**config.mk**
```make
export PLATFORM = sky130hd
export DESIGN_NAME = imem_loader
export DESIGN_NICKNAME = d
export VERILOG_FILES = /design/src/rtl/imem_loader.sv
export SDC_FILE = /design/constraint.sdc
export NUM_CORES = 1
export LEC_CHECK = 0
export BUFFER_PORTS_ARGS = -buffer_cell sky130_fd_sc_hd__clkbuf_2
export CAP_MARGIN = 5
export CORE_ASPECT_RATIO = 0.8
export CORE_UTILIZATION = 35
export CTS_CLUSTER_DIAMETER = 100
export DETAILED_ROUTE_END_ITERATION = 7
export PLACE_DENSITY = 0.53
export SYNTH_ARGS = -nofsm -noshare
export SYNTH_HDL_FRONTEND = slang
export SYNTH_SLANG_ARGS = --single-unit
```
**constraint.sdc**
```tcl
create_clock -name clk -period 3.6 [get_ports clk]
set_input_delay 0 -clock clk [delete_from_list [all_inputs] [get_ports clk]]
set_output_delay 0 -clock clk [all_outputs]
set_load 0.05 [all_outputs]
```
**src/rtl/imem_loader.sv**
```systemverilog
`default_nettype none
// ============================================================================
// Module   : imem_loader
// Purpose  : Byte-stream instruction memory loader. Assembles little-endian
//            32-bit words from a valid/ready byte stream and writes them to
//            the instruction memory. cpu_rst stays high until a clean image
//            has been loaded. Optional trailer checksum: IMEM_LOADER_CHECKSUM_EN.
// Revision : 1.0 - initial release
// ============================================================================
module imem_loader #(
    parameter int          DEPTH     = 1024,
    parameter logic [31:0] BASE_ADDR = 32'h0000_0000,
    parameter int          CNT_W     = 16
) (
    input  logic             clk,
    input  logic             rst,
    input  logic             start,
    input  logic             s_valid,
    input  logic [7:0]       s_data,
    output logic             s_ready,
    output logic             mem_we,
    output logic [31:0]      mem_addr,
    output logic [31:0]      mem_wdata,
    output logic             busy,
    output logic             done,
    output logic             err,
    output logic [CNT_W-1:0] words_written,
    output logic             cpu_rst
);

    localparam logic [2:0] S_IDLE  = 3'd0;
    localparam logic [2:0] S_LEN0  = 3'd1;
    localparam logic [2:0] S_LEN1  = 3'd2;
    localparam logic [2:0] S_DATA  = 3'd3;
    localparam logic [2:0] S_WRITE = 3'd4;
    localparam logic [2:0] S_DONE  = 3'd6;
`ifdef IMEM_LOADER_CHECKSUM_EN
    localparam logic [2:0] S_CHK   = 3'd5;
    localparam logic [2:0] c_end_state = S_CHK;
`else
    localparam logic [2:0] c_end_state = S_DONE;
`endif
    localparam logic [31:0] c_depth = 32'(DEPTH);

    logic [2:0]       r_state;
    logic [2:0]       w_next;
    logic             r_ready;
    logic             w_ready_nxt;
    logic             r_we;
    logic [31:0]      r_addr;
    logic [31:0]      r_wdata;
    logic [31:0]      r_shift;
    logic             r_busy;
    logic             r_done;
    logic             r_err;
    logic [CNT_W-1:0] r_cnt;
    logic [CNT_W-1:0] r_len;
    logic [CNT_W-1:0] r_word_idx;
    logic [1:0]       r_byte_idx;
`ifdef IMEM_LOADER_CHECKSUM_EN
    logic [7:0]       r_chk;
`endif

    logic             w_xfer;
    logic [CNT_W-1:0] w_len;
    logic             w_in_range;
    logic             w_last_word;

    assign w_xfer      = s_valid & r_ready;
    assign w_len       = CNT_W'({s_data, r_len[7:0]});
    assign w_in_range  = (32'(r_word_idx) < c_depth);
    assign w_last_word = ((r_word_idx + CNT_W'(1)) == r_len);

    assign s_ready       = r_ready;
    assign mem_we        = r_we;
    assign mem_addr      = r_addr;
    assign mem_wdata     = r_wdata;
    assign busy          = r_busy;
    assign done          = r_done;
    assign err           = r_err;
    assign words_written = r_cnt;
    assign cpu_rst       = ~((r_state == S_DONE) & ~r_err);

    always_ff @(posedge clk or posedge rst) begin
        if (rst) begin
            r_state <= S_IDLE;
        end else begin
            r_state <= w_next;
        end
    end

    always_comb begin
        w_next      = r_state;
        w_ready_nxt = 1'b0;
        case (r_state)
            S_IDLE, S_DONE: if (start) w_next = S_LEN0;
            S_LEN0:  if (w_xfer) w_next = S_LEN1;
            S_LEN1:  if (w_xfer) w_next = (w_len == '0) ? c_end_state : S_DATA;
            S_DATA:  if (w_xfer && (r_byte_idx == 2'd3)) w_next = S_WRITE;
            S_WRITE: w_next = w_last_word ? c_end_state : S_DATA;
`ifdef IMEM_LOADER_CHECKSUM_EN
            S_CHK:   if (w_xfer) w_next = S_DONE;
`endif
            default: w_next = S_IDLE;
        endcase
        // s_ready is registered, so it is decoded from the state being entered
        case (w_next)
            S_LEN0, S_LEN1, S_DATA: w_ready_nxt = 1'b1;
`ifdef IMEM_LOADER_CHECKSUM_EN
            S_CHK:                  w_ready_nxt = 1'b1;
`endif
            default:                w_ready_nxt = 1'b0;
        endcase
    end

    always_ff @(posedge clk or posedge rst) begin
        if (rst) begin
            r_ready    <= 1'b0;
            r_we       <= 1'b0;
            r_addr     <= '0;
            r_wdata    <= '0;
            r_shift    <= '0;
            r_busy     <= 1'b0;
            r_done     <= 1'b0;
            r_err      <= 1'b0;
            r_cnt      <= '0;
            r_len      <= '0;
            r_word_idx <= '0;
            r_byte_idx <= '0;
`ifdef IMEM_LOADER_CHECKSUM_EN
            r_chk      <= '0;
`endif
        end else begin
            r_ready <= w_ready_nxt;
            r_we    <= 1'b0;
            case (r_state)
                S_IDLE, S_DONE: begin
                    if (start) begin
                        r_busy     <= 1'b1;
                        r_done     <= 1'b0;
                        r_err      <= 1'b0;
                        r_cnt      <= '0;
                        r_word_idx <= '0;
                        r_byte_idx <= '0;
`ifdef IMEM_LOADER_CHECKSUM_EN
                        r_chk      <= '0;
`endif
                    end
                end
                S_LEN0: begin
                    if (w_xfer) r_len <= CNT_W'(s_data);
                end
                S_LEN1: begin
                    if (w_xfer) begin
                        r_len <= w_len;
                        // oversize image: keep consuming, but never wrap
                        if (32'(w_len) > c_depth) r_err <= 1'b1;
                    end
                end
                S_DATA: begin
                    if (w_xfer) begin
                        r_shift    <= {s_data, r_shift[31:8]};
                        r_byte_idx <= r_byte_idx + 2'd1;
                        if (r_byte_idx == 2'd3) begin
                            r_we <= w_in_range;
                            if (w_in_range) begin
                                r_addr  <= BASE_ADDR + (32'(r_word_idx) << 2);
                                r_wdata <= {s_data, r_shift[31:8]};
                            end
                        end
                    end
                end
                S_WRITE: begin
                    r_cnt      <= r_cnt + {{(CNT_W-1){1'b0}}, r_we};
                    r_word_idx <= r_word_idx + CNT_W'(1);
                end
`ifdef IMEM_LOADER_CHECKSUM_EN
                S_CHK: begin
                    if (w_xfer && (s_data != r_chk)) r_err <= 1'b1;
                end
`endif
                default: ;
            endcase
`ifdef IMEM_LOADER_CHECKSUM_EN
            if (w_xfer && (r_state != S_CHK)) r_chk <= r_chk ^ s_data;
`endif
            if ((w_next == S_DONE) && (r_state != S_DONE)) begin
                r_done <= 1'b1;
                r_busy <= 1'b0;
            end
        end
    end

endmodule
`default_nettype wire

```
Yosys cells after proc, flatten, opt, wreduce, memory -nomap -nowiden
Index checks and enable logic that the tools add are counted.

Register bits after elaboration: 138. Bits in latches: 0. RAM bits: 0. Memory bits (read-only): 0. Input bits: 12. Output and inout bits: 86. Logic and storage cells: 90. Memories kept: 0.

$add $sub $neg: 3. Multipliers: 0. Div/mod/pow operators: 0. Order comparisons: 2. Eq/ne operators: 17. Shifts and indexed selects: 0. Muxes and demuxes: 29. Bitwise operators: 5. Reductions and logical operators: 20.

Operators with widths (count): 16-bit one-hot mux with 2 select lines (3); 16-bit two-way mux (3); 3-bit two-way mux (6); 16-bit by 1-bit adder with 16-bit output (1); 16-bit by 1-bit adder with 16-bit output, second input constant (1); 16-bit == test (1); 16-bit by 11-bit > comparator with 1-bit output, second input constant (1); 16-bit zero test (1); 16-bit by 11-bit less-than comparator with 1-bit output, second input constant (1); 3-bit one-hot mux with 5 select lines (1); 3-bit by 2-bit == test with 1-bit output, second input constant (4); 1-bit two-way mux (12); 2-bit nonzero test (6); 2-bit != test, second input constant (5); 3-bit == test, second input constant (3); 3-bit AND reduction (3); 4-bit AND reduction (2); 3-bit by 1-bit == test with 1-bit output, second input constant (2); 2-bit AND reduction (3); 2-bit two-way mux (2); 2-bit one-hot mux with 2 select lines (1); 3-bit zero test (1); 3-bit != test, second input constant (1); 1-bit NOT (3); 7 further kinds (9).

Longest topological paths before layout
Gate-level depths: netlist of run 1.

Word-level depth: 8. Mapped depth: 9. Gate-level depth less buffers: 8.

Worst setup path after synthesis of run 1
OpenSTA, ideal clock, no wires.

Kind: flip-flop to flip-flop. Start: reg r_word_idx[0]. End: reg r_ready (netlist: s_ready). Setup time: 121 ps. Arrival: 2333 ps. Data required time: 3479 ps. Slack: 1146 ps. Cell stages (with the launch flop): 9. Path buffers: 0. Clock period less this slack: 2454 ps. Path through: dfrtp_1 -> ha_1 -> nand3_1 -> nor3_2 -> mux2_2 -> a221o_1 -> nor4_2 -> nand4_1 -> nor3b_2.

Longest elaborated chain between the ends: 7. Elaborated cells between the ends (all ways): 9. Those cells by class: add/sub (1); eq/ne (4); mux (3); reduce/logical (1).

Ends and longest elaborated chain: from (decl) (line 58) `logic [CNT_W-1:0] r_word_idx;`; from (signal assigned) (line 175) `r_word_idx <= r_word_idx + CNT_W'(1);`; 16-bit by 1-bit adder with 16-bit output (*) (line 72) `assign w_last_word = ((r_word_idx + CNT_W'(1)) == r_len);`; 16-bit == test (*) (line 72); 3-bit two-way mux (*) (line 100) `S_WRITE: w_next = w_last_word ? c_end_state : S_DATA;`; 3-bit one-hot mux with 5 select lines (*) (line 95) `case (r_state)`; 3-bit by 1-bit == test with 1-bit output or 3-bit by 2-bit == test with 1-bit output (tied branches) (line 107) `case (w_next)`; 3-bit OR reduction (*) (line 107); 1-bit two-way mux (*) (line 107); via w_ready_nxt (line 48) `logic w_ready_nxt;`; to (signal assigned) (line 134) `r_ready <= w_ready_nxt;`; to (decl) (line 47) `logic r_ready;`.

Mark *: on every way through the listed nets, which the timed path passes. The rest lies on a longest branch. A chain may end at the register's enable or synchronous reset.

Worst setup path in the final report of run 1
Ends and elaborated chain as after synthesis.

==> out/results.ini, run 1 <==
[layout]
fillerInstances = 1621
finalInstanceArea_um2 = 7250
nets = 639
drive_gt1_frac = 0.313
antenna_cells = 0
area_delta_synth_final_pct = 18.5

[critical_path]
worstReg2RegEnd = s_ready$_DFF_PP0_
cpMaxStageDelayCell = dfrtp_1
cp_cell_sequence = ha_1, nand3_1, nor3_2, mux2_2, a221o_1, nor4_2, nand4_1, nor3b_2
r2r_cells = 8
cp-end-kind = register
cp.depth = 8
startpoint = r_word_idx[0]$_DFFE_PP0P_
crit_family = simple AND/OR/NAND/NOR gates
worst-r2r-setup-slack_ps = 680
required_ps = 3900
crit_fanout = 8
critical_path.startpoint_type = register
slowest_delay_ps = 490
worst-path-buf-inv = 0
rr_startpoint = r_word_idx[0]$_DFFE_PP0P_
crit_type = register to register
endpoint = s_ready$_DFF_PP0_
worst-endpoint-arrival_ps = 3220

[die]
io_pins = 98
std_cell_rows = 42
die_area_um2 = 18000
die_x_um = 150
fp.dieH_um = 120
start_util = 0.364
fp.coreArea_um2 = 16800

[clocking]
clk_pin_slew_ps = 60
clockBufferDepth = 2
clk_latency_ps = 410
cts_tree = done
cts_made_buffers = 17
cts_setup_buffers = 0
cts_resized = 0
root_buffer = clkbuf_16
cts.sink_count = 130
htree_num_levels = 4
holdBufCountCts = 9

[min_path]
hold_path_class = input pin to register
hp-start = s_valid

[timing]
hold_viol_final = 0
tightest_slew_ps = 1290
fin_ws_ps = 678
fin_worst_skew_ps = 12.0
finalCritPeriodShare = 0.812
tns_ps = 0
drv_slew = 0
setup_viol = 0
max_freq_ghz = 0.342
rsz0062_at_grt = no
period_minus_slack_ps = 2920
slew_headroom = 0.138

[placement]
portBuffers = 81
place.gp.congestion = 0.853
dpl_worst_slack_ps = 735
placed_area_um2 = 6640
dp_hpwl_um = 9710

[run_status]
outcome = finished, final reports clean

[power_and_ir_drop]
p_leak_nw = 3.45
p_per_area_nw_per_um2 = 959
vdd_drop_max_mv = 0.370
power_mw = 6.95

[drt]
via_count = 4325
viasPerCell = 5.08
first_iter_violations = 307
antenna_left = 0
post_drt_wl_per_cell_um = 16.3
wl_um = 13900
drc = 0
drtPass1Iterations = 4

[synthesis]
synth_area_um2 = 6110
syn_avg_cell_area_um2 = 11.4
synth-seq-area-share = 0.532
ys_types = 60
yosys_warnings = 0
ys_async_sr_fraction = 1.00
synth_edf_count = 0
ys_ff_latch = 130
ys.flop_type = dfrtp_1
syn_inst = 538

[global_routing]
grt_remaining_overflow = 0
first_global_vias = 4217
grt_max_degree = 76
grt_pass1_wl_um = 22900
top_usage_layer = met1
antenna_found_initial = 0
grt_util_all_layers = 0.166
use_met1 = 0.244
grt_use_met2 = 0.242
use_met3 = 0.0347

[job]
maxCapViolations = 0

placed cells by master, fill, tap and decap left out, types with 10 or more instances in the layout:
master	n
dfrtp_1	130
clkbuf_2	81
mux2_2	67
nand2_1	49
o21ai_0	45
nor2_1	25
nand3_1	25
clkbuf_16	17
conb_1	16
nand4_1	12
xnor2_1	11
nor2b_1	10
layout make-up:
| type | count | area [um^2] | share of cell area |
|---|---|---|---|
| clock buffers | 23 | 488 | 0.0673 |
| clock inverters | 5 | 31.3 | 0.00432 |
| inverters | 5 | 21.3 | 0.00294 |
| multi-input cells | 373 | 2620 | 0.362 |
| flip-flops and latches | 130 | 3250 | 0.449 |
| well taps | 220 | 275 | 0.0380 |
| repair buffers | 96 | 553 | 0.0763 |
per-stage QoR:
| step | hold WS [ps] | util | cells |
|---|---|---|---|
| after floorplan | 136 | - | 553 |
| after global placement | 167 | 0.395 | 815 |
| after detailed placement | 178 | 0.395 | 815 |
| after CTS | 23.1 | 0.431 | 852 |
| after global routing | 63.2 | 0.431 | 852 |
| final | 33.1 | 0.431 | 852 |
per-layer routing:
layer / part of all wire / vias to the layer above
li1: - / 2048
met1: 0.51 / 2162
met2: 0.44 / 104
met3: 0.044 / 11
met4: 0.0093 / 0
met5: 0 / -
logic make-up after synthesis:
group | count (synthesis) | share of synthesized area
adders and majority gates | 4 | 0.00819
and+or+nand+nor | 170 | 0.152
xor gates and xnor gates | 20 | 0.0286
buffers and inverters | 50 | 0.0495
DFF | 130 | 0.532
muxes | 72 | 0.132
other | 1 | 0.000613
AOI/OAI and AO/OA | 91 | 0.0970
synthesized netlist by cell type (3+ instances only):
cell type | instances | area, um^2
nor2_1 | 25 | 93.8
ha_1 | 4 | 50.1
a21oi_1 | 8 | 40.0
nor3_1 | 4 | 20.0
and3_1 | 6 | 37.5
a22o_1 | 8 | 70.1
mux2i_1 | 5 | 50.1
buf_2 | 6 | 30.0
buf_6 | 4 | 45.0
nand2_1 | 49 | 184
nand3b_1 | 3 | 22.5
a31oi_1 | 4 | 25.0
nand3_1 | 25 | 125
mux2_2 | 67 | 754
and2_1 | 3 | 18.8
o211ai_1 | 3 | 22.5
nor2b_1 | 10 | 62.6
xor2_1 | 9 | 78.8
xnor2_1 | 11 | 96.3
o31ai_1 | 7 | 52.6
clkbuf_1 | 15 | 56.3
nor4_1 | 3 | 18.8
and4_1 | 3 | 26.3
o21ai_0 | 45 | 225
inv_1 | 5 | 18.8
nand4_1 | 12 | 75.1
buf_4 | 18 | 135
dfrtp_1 | 130 | 3250
nand2b_1 | 6 | 37.5
nand3_2 | 3 | 30.0
sequential cells by signal, indices dropped and copies added (netlist names), 2 cells and up:
register	flops
words_written	16
mem_addr	16
r_byte_idx	2
r_len	16
r_word_idx	16
r_state	3
mem_wdata	32
r_shift	24
tightest hold or removal path, cell delays in order:
cell and delay (ps):
clkbuf_2 100, and3_1 150, a311oi_1 140
worst min-delay path by stage:
stage	end	slack, ps	cells after the start
after detailed placement	mem_wdata[2]$_DFFE_PP0P_	180	2
final	r_state[1]$_DFF_PP0_	30	3
after CTS	r_state[1]$_DFF_PP0_	20	3
after global routing	r_state[1]$_DFF_PP0_	60	3
after global placement	mem_wdata[2]$_DFFE_PP0P_	170	2
after floorplan	r_len[0]$_DFFE_PP0P_	140	2
power by group:
part | switching [mW] | internal, mW
sequential | 0.567 | 2.05
clock | 0.578 | 0.933
combinational | 1.86 | 0.961
total | 3.00 | 3.94
Note: power is estimated with default switching activity, not from simulation.
==> run 2: changes to the inputs <==
ABC_AREA = 1   (was unset)
PLACE_DENSITY = 0.51   (was 0.53)
clock period = 2.7 ns   (was 3.6 ns; I/O delays follow)
==> run 2 against run 1 <==
Effect of this change:
- the run now ends with design-rule violations left
- synthesized cell count rose by 42%
- sequential power rose by 2%
- global-route usage rose by 1.4 points
- critical path depth rose by 6
- critical endpoint unchanged
- largest cell class unchanged
==> out/results.ini, run 2 <==
[die]
die_x_um = 152  ; +1.6%
std_cell_rows = 43  ; +2.4%
fp.dieH_um = 122  ; +1.6%
io_pins = 98  ; unchanged
start_util = 0.361  ; -0.00218
die_area_um2 = 18600  ; +3.3%
fp.coreArea_um2 = 17500  ; +4.0%

[critical_path]
crit_type = register to register
r2r_cells = 14  ; +6
cpMaxStageDelayCell = dfrtp_1
worstReg2RegEnd = s_ready$_DFF_PP0_
worst-r2r-setup-slack_ps = 480  ; -200 ps
slowest_delay_ps = 390  ; -100 ps
endpoint = s_ready$_DFF_PP0_
cp_cell_sequence = ha_1, nand3_1, nor2_2, nand4_1, nand3_1, nand2_1, nor2_1, nand2_1, nor2_1, nand3_1, nand2_2, inv_2, nand2_1, inv_1
critical_path.startpoint_type = register
rr_startpoint = r_word_idx[0]$_DFFE_PP0P_
cp-end-kind = register
crit_fanout = 6  ; -2
worst-endpoint-arrival_ps = 2540  ; -680 ps
required_ps = 3020  ; -880 ps
startpoint = r_word_idx[0]$_DFFE_PP0P_

[synthesis]
synthSimpleGateAreaFrac = 0.233  ; +0.0804
synth_area_um2 = 6320  ; +3.4%
ys.flop_type = dfrtp_1
syn_avg_cell_area_um2 = 8.28  ; -27%
synth-xor-area-share = 0.00515  ; -0.0235
synthTopCellsByArea = dfrtp_1, nand2_1, inv_1
synth_largest_area_cell = dfrtp_1
yosys_warnings = 0  ; unchanged
synth-seq-area-share = 0.515  ; -0.0173
synth_top_family_by_area = simple AND/OR/NAND/NOR gates
ys_ff_latch = 130  ; unchanged
synthAdderAreaFrac = 0.00792  ; -0.000266
syn_inst = 763  ; +42%
ys_types = 36  ; -40%
synthMuxAreaShare = 0.00317  ; -0.128
synth_top_area_frac = 0.515  ; -0.0173
synth_edf_count = 0  ; unchanged
ys_async_sr_fraction = 1.00  ; unchanged
yosysMostFrequentCell = nand2_1
synth-compound-area-share = 0.123  ; +0.0262
synthTopCellsByCount = nand2_1, dfrtp_1, inv_1, nand3_1, o21ai_0

[clocking]
htree_num_levels = 4  ; unchanged
clockBufferDepth = 2  ; unchanged
cts_tree = done
cts_made_buffers = 17  ; unchanged
clk_latency_ps = 420  ; about the same
root_buffer = clkbuf_16
cts.sink_count = 130  ; unchanged
clk_pin_slew_ps = 60  ; about the same

[drt]
wl_um = 15400  ; +11%
post_drt_wl_per_cell_um = 14.0  ; -14%
drtPass1Iterations = 8  ; +4
antenna_left = 0  ; unchanged
viasPerCell = 4.72  ; -7.1%
first_iter_violations = 396  ; +29%
drc = 3  ; +3
via_count = 5174  ; +20%

[placement]
dp_hpwl_um = 11100  ; +14%
dpl_worst_slack_ps = 521  ; -214 ps
portBuffers = 81  ; unchanged
place.gp.congestion = 0.814  ; -4.5%

[power_and_ir_drop]
p_leak_nw = 3.69  ; +7.0%
vdd_drop_max_mv = 0.537  ; +45%
p_per_area_nw_per_um2 = 921  ; -4.0%

[layout]
area_delta_synth_final_pct = 20.0
seq_area_um2 = 3250  ; unchanged
nets = 875  ; +37%
antenna_cells = 0  ; unchanged
largest_reg_flops = 32  ; unchanged
drive_gt1_frac = 0.188  ; -0.125
most-common-layout-cells = nand2_1, dfrtp_1, inv_1, clkbuf_2, nand3_1
fillerInstances = 1787  ; +10%
final_common_cell = nand2_1
multiInputGateArea_um2 = 2410  ; -8.1%

[timing]
fin_ws_ps = 478  ; -200 ps
tightest_slew_ps = 906  ; -381 ps
period_minus_slack_ps = 2220  ; -700 ps
rsz0062_at_grt = no
finalCritPeriodShare = 0.823  ; +0.0112
tns_ps = 0  ; unchanged
hold_viol_final = 0  ; unchanged
slew_headroom = 0.396  ; +0.257
drv_slew = 0  ; unchanged
fin_worst_skew_ps = 7.14  ; -4.87 ps
hold_slack_ps = 158  ; +125 ps
setup_viol = 0  ; unchanged
max_freq_ghz = 0.450  ; +32%

[global_routing]
first_global_vias = 4881  ; +16%
grt_util_all_layers = 0.180  ; +0.0137
grt_pass1_wl_um = 25800  ; +13%
antenna_found_initial = 0  ; unchanged
grt_max_degree = 85  ; +12%
grt_remaining_overflow = 0  ; unchanged

[run_status]
outcome = finished, violations left
failed_checks = design-rule violations

[min_path]
hold_path_class = input pin to register

[job]
maxCapViolations = 0  ; unchanged

[run 2: changes by cell type after synthesis, sizes merged, moves of 9 or more]
cell   before  now
a21oi       8   17
inv         5  118
mux2       67    0
nand2      49  180
nand3      28   70
nor2       26   57
nor2b      10    0
o21ai      45   96
o22ai       1   16
xnor2      11    0
[run 2: per-stage QoR]
stage | instances | instance area, um^2 | utilization | power (mW)
4_1_cts | 1097 | 7580 | 0.434 | 7.05
2_1_floorplan | 778 | 6380 | - | 4.22
3_5_place_dp | 1055 | 6900 | 0.394 | 4.72
6_report | 1097 | 7580 | 0.434 | 6.98
5_1_grt | 1097 | 7580 | 0.434 | 7.42
3_3_place_gp | 1055 | 6900 | 0.394 | 4.72
[run 2: worst min-delay path by stage]
stage          startpoint                         to  slack [ps]  depth (start not counted)
2_1_floorplan   s_data[0]    r_shift[24]$_DFFE_PP0P_         120                          2
3_3_place_gp          rst    mem_addr[8]$_DFFE_PP0P_          80                          2
3_5_place_dp          rst    mem_addr[8]$_DFFE_PP0P_          80                          2
4_1_cts           s_valid  r_byte_idx[0]$_DFFE_PP0P_         150                          5
5_1_grt           s_valid  r_byte_idx[0]$_DFFE_PP0P_         200                          5
6_report          s_valid  r_byte_idx[0]$_DFFE_PP0P_         160                          5
[run 2: report_power, final]
part | total (mW) | switching (mW) | internal (mW)
Clock | 2.28 | 0.907 | 1.38
Combinational | 2.04 | 1.49 | 0.549
Sequential | 2.66 | 0.263 | 2.40
[run 2: per-layer routing]
layer,wire [um],global-route usage,share of wire
met1,8470,0.276,0.55
met2,6110,0.244,0.40
met3,709,0.0430,0.046
met4,115,0.0574,0.0075
met5,0,0,0
[run 2: cell families (layout without fill, tap and decap cells)]
family,after synthesis,count (layout)
and+or+nand+nor,333,333
buffers and inverters,157,251
AOI/OAI and AO/OA,134,134
adders and majority gates,4,4
xor gates and xnor gates,2,2
other,1,16
muxes,2,2
DFF,130,130
[run 2: area by class of cell]
| class | instances | share of cell area |
|---|---|---|
| Clock inverter | 13 | 0.0201 |
| Sequential cell | 130 | 0.429 |
| Tap cell | 225 | 0.0371 |
| Clock buffer | 19 | 0.0571 |
| Inverter | 119 | 0.0594 |
| Timing Repair Buffer | 100 | 0.0789 |
| Multi-Input combinational cell | 491 | 0.318 |
[run 2: repair_timing]
| item | in CTS | in global routing |
|---|---|---|
| buffers inserted | 0 | 0 |
| gates resized for setup | 0 | 0 |
| endpoints found under the hold margin | 51 | 0 |
| hold buffers | 10 | 0 |
[run 2: critical path: cells and delay by family, from the launching register on]
family	cells	cell delay, ps
buf+inv	2	60
flops	1	390
simple gates	11	1440
fa+ha+maj	1	220
==> run 3: changes to the inputs <==
PLACE_DENSITY = 0.53   (was 0.51)
clock period = 1.85 ns   (was 2.7 ns; I/O delays follow)
==> run 3 against run 2 <==
Effect of this change:
- the run ends with design-rule violations, negative setup slack left
- count of clock-buffer cells in the layout stayed put
- largest cell class unchanged
- setup slack got worse by 540 ps
- total power grew 51%
- first-iteration DRC count increased by 11%
- highest routed layer unchanged
- combinational power is 58% higher
==> out/results.ini, run 3 (synthesis gave the netlist of run 2 again) <==
[critical_path]
rr_startpoint = r_word_idx[0]$_DFFE_PP0P_
worstReg2RegEnd = s_ready$_DFF_PP0_
worst-endpoint-arrival_ps = 2220  ; -320 ps
cp-end-kind = register
worst-r2r-setup-slack_ps = -60  ; -540 ps
crit_fanout = 8  ; +2
crit_type = register to register
r2r_cells = 17  ; +3
critical_path.startpoint_type = register
required_ps = 2160  ; -860 ps

[die]
fp.coreArea_um2 = 17500  ; unchanged
die_x_um = 152  ; unchanged
io_pins = 98  ; unchanged
std_cell_rows = 43  ; unchanged
start_util = 0.361  ; unchanged
die_area_um2 = 18600  ; unchanged
fp.dieH_um = 122  ; unchanged

[layout]
final_util = 0.473  ; +0.0391
largest_reg_flops = 32  ; unchanged
drive_gt1_frac = 0.296  ; +0.108
most-common-layout-cells = nand2_1, dfrtp_1, inv_1, clkbuf_2, nand3_1
fillerInstances = 1705  ; -4.6%
final_common_cell = nand2_1
multiInputGateArea_um2 = 2640  ; +9.3%
area_delta_synth_final_pct = 30.8
antenna_cells = 0  ; unchanged
seq_area_um2 = 3270  ; +0.46%
nets = 926  ; +5.8%
instances_no_fill = 1148  ; +4.6%

[global_routing]
antenna_found_initial = 0  ; unchanged
grt_pass1_wl_um = 26800  ; +3.9%
grt_remaining_overflow = 0  ; unchanged
grt_util_all_layers = 0.188  ; +0.00827
grt_max_degree = 81  ; -4.7%
first_global_vias = 5113  ; +4.8%

[placement]
dp_cells = 1093  ; +3.6%
dp_hpwl_um = 11700  ; +5.2%
place.gp.congestion = 0.878  ; +7.8%
portBuffers = 81  ; unchanged

[timing]
tns_ps = -63.0  ; -63.0 ps
setup_viol = 2  ; +2
max_freq_ghz = 0.524  ; +16%
rsz0062_at_grt = yes
period_minus_slack_ps = 1910  ; -314 ps
hold_slack_ps = 74.0  ; -83.9 ps
fin_worst_skew_ps = 10.3  ; +3.17 ps
finalCritPeriodShare = 1.03  ; +0.208
hold_viol_final = 0  ; unchanged
fin_ws_ps = -57.6  ; -536 ps
drv_slew = 0  ; unchanged

[clocking]
clk_pin_slew_ps = 60  ; about the same
clockBufferDepth = 2  ; unchanged
htree_num_levels = 4  ; unchanged
root_buffer = clkbuf_16
clk_latency_ps = 420  ; about the same
cts_made_buffers = 17  ; unchanged
cts_tree = done
cts.sink_count = 130  ; unchanged

[drt]
wl_um = 16300  ; +6.0%
post_drt_wl_per_cell_um = 14.2  ; +1.3%
antenna_left = 0  ; unchanged
drtPass1Iterations = 7  ; -1
viasPerCell = 4.76  ; +0.99%
drc = 3  ; unchanged
via_count = 5468  ; +5.7%
first_iter_violations = 439  ; +11%

[power_and_ir_drop]
seqPwrFrac = 0.370  ; -0.011
power_mw = 10.5  ; +51%
p_sw_frac = 0.384  ; +0.00261
p_per_area_nw_per_um2 = 1270  ; +38%
clkPwrFrac = 0.323  ; -0.004
p_int_mw = 6.48  ; +50%
p_leak_nw = 4.02  ; +8.8%
p_comb_frac = 0.307  ; +0.015
vdd_drop_max_mv = 0.871  ; +62%
switchingPower_mw = 4.03  ; +52%

[min_path]
hold_path_class = input pin to async pin

[run_status]
failed_checks = design-rule violations, negative setup slack
outcome = finished, violations left

[job]
maxCapViolations = 0  ; unchanged

## run 3: changes by cell type in the layout (fill, tap and decap cells not counted), sizes merged
cell | previous run | this run
clkinvlp | 6 | 2
inv | 122 | 123
buf | 9 | 60
clkinv | 2 | 5
## run 3: power groups by stage
stage	Clock, mW	Sequential [mW]	Combinational [mW]
floorplan	0	4.54	1.63
global placement	0	3.94	3.11
detailed placement	0	3.93	3.14
CTS	3.48	3.89	3.20
global route	3.62	3.97	3.55
finish	3.39	3.89	3.23
## run 3: layer usage
layer / routed length [um] / track usage
met5: 0 / 0
met4: 165 / 0.0593
met3: 953 / 0.0544
met2: 6430 / 0.248
met1: 8770 / 0.289
## run 3: what timing repair did
item | CTS | global route
pin swaps | 7 | 18
endpoints found under the hold margin | 162 | 0
hold buffers | 10 | 0
endpoints found under the setup margin | 3 | 59
buffers inserted | 4 | 9
gates resized for setup | 29 | 35
## run 3: metrics by stage
step,instance area (um^2),worst slack (ps)
after floorplan,6400,19.2
after CTS,8080,-25.7
after global routing,8260,-200
final,8260,-57.6
after detailed placement,7240,-100
after global placement,7240,-40.3
## run 3: how the worst max path moves through the flow
stage | start | endpoint | slack, ps | depth (start not counted)
global placement | r_word_idx[1]$_DFFE_PP0P_ | s_ready$_DFF_PP0_ | -40 | 13
detailed placement | r_word_idx[1]$_DFFE_PP0P_ | s_ready$_DFF_PP0_ | -100 | 13
CTS | r_word_idx[0]$_DFFE_PP0P_ | s_ready$_DFF_PP0_ | -30 | 17
floorplan | words_written[0]$_DFFE_PP0P_ | words_written[14]$_DFFE_PP0P_ | 20 | 11
finish | r_word_idx[0]$_DFFE_PP0P_ | s_ready$_DFF_PP0_ | -60 | 17
global route | r_word_idx[0]$_DFFE_PP0P_ | s_ready$_DFF_PP0_ | -200 | 17
## run 3: layout make-up
cell class                      instances  area share
Multi-Input combinational cell        491       0.319
Tap cell                              225      0.0341
Sequential cell                       130       0.395
Clock buffer                           19      0.0536
Inverter                              119      0.0548
Timing Repair Buffer                  151       0.125
Clock inverter                         13      0.0179
## run 3: critical path: stages, from the launching register on
cell     delay (ps)
dfrtp_1         410
buf_6           140
inv_4            40
nor2_4           90
buf_12          140
nand2_2          60
nand2_1          80
nand3_1          90
nand2_2         100
nand2_1          70
nor2_2           90
nand2_1          70
nor2_1          110
nand3_1          90
nand2_2         100
inv_2            30
nand2_1          50
inv_1            40
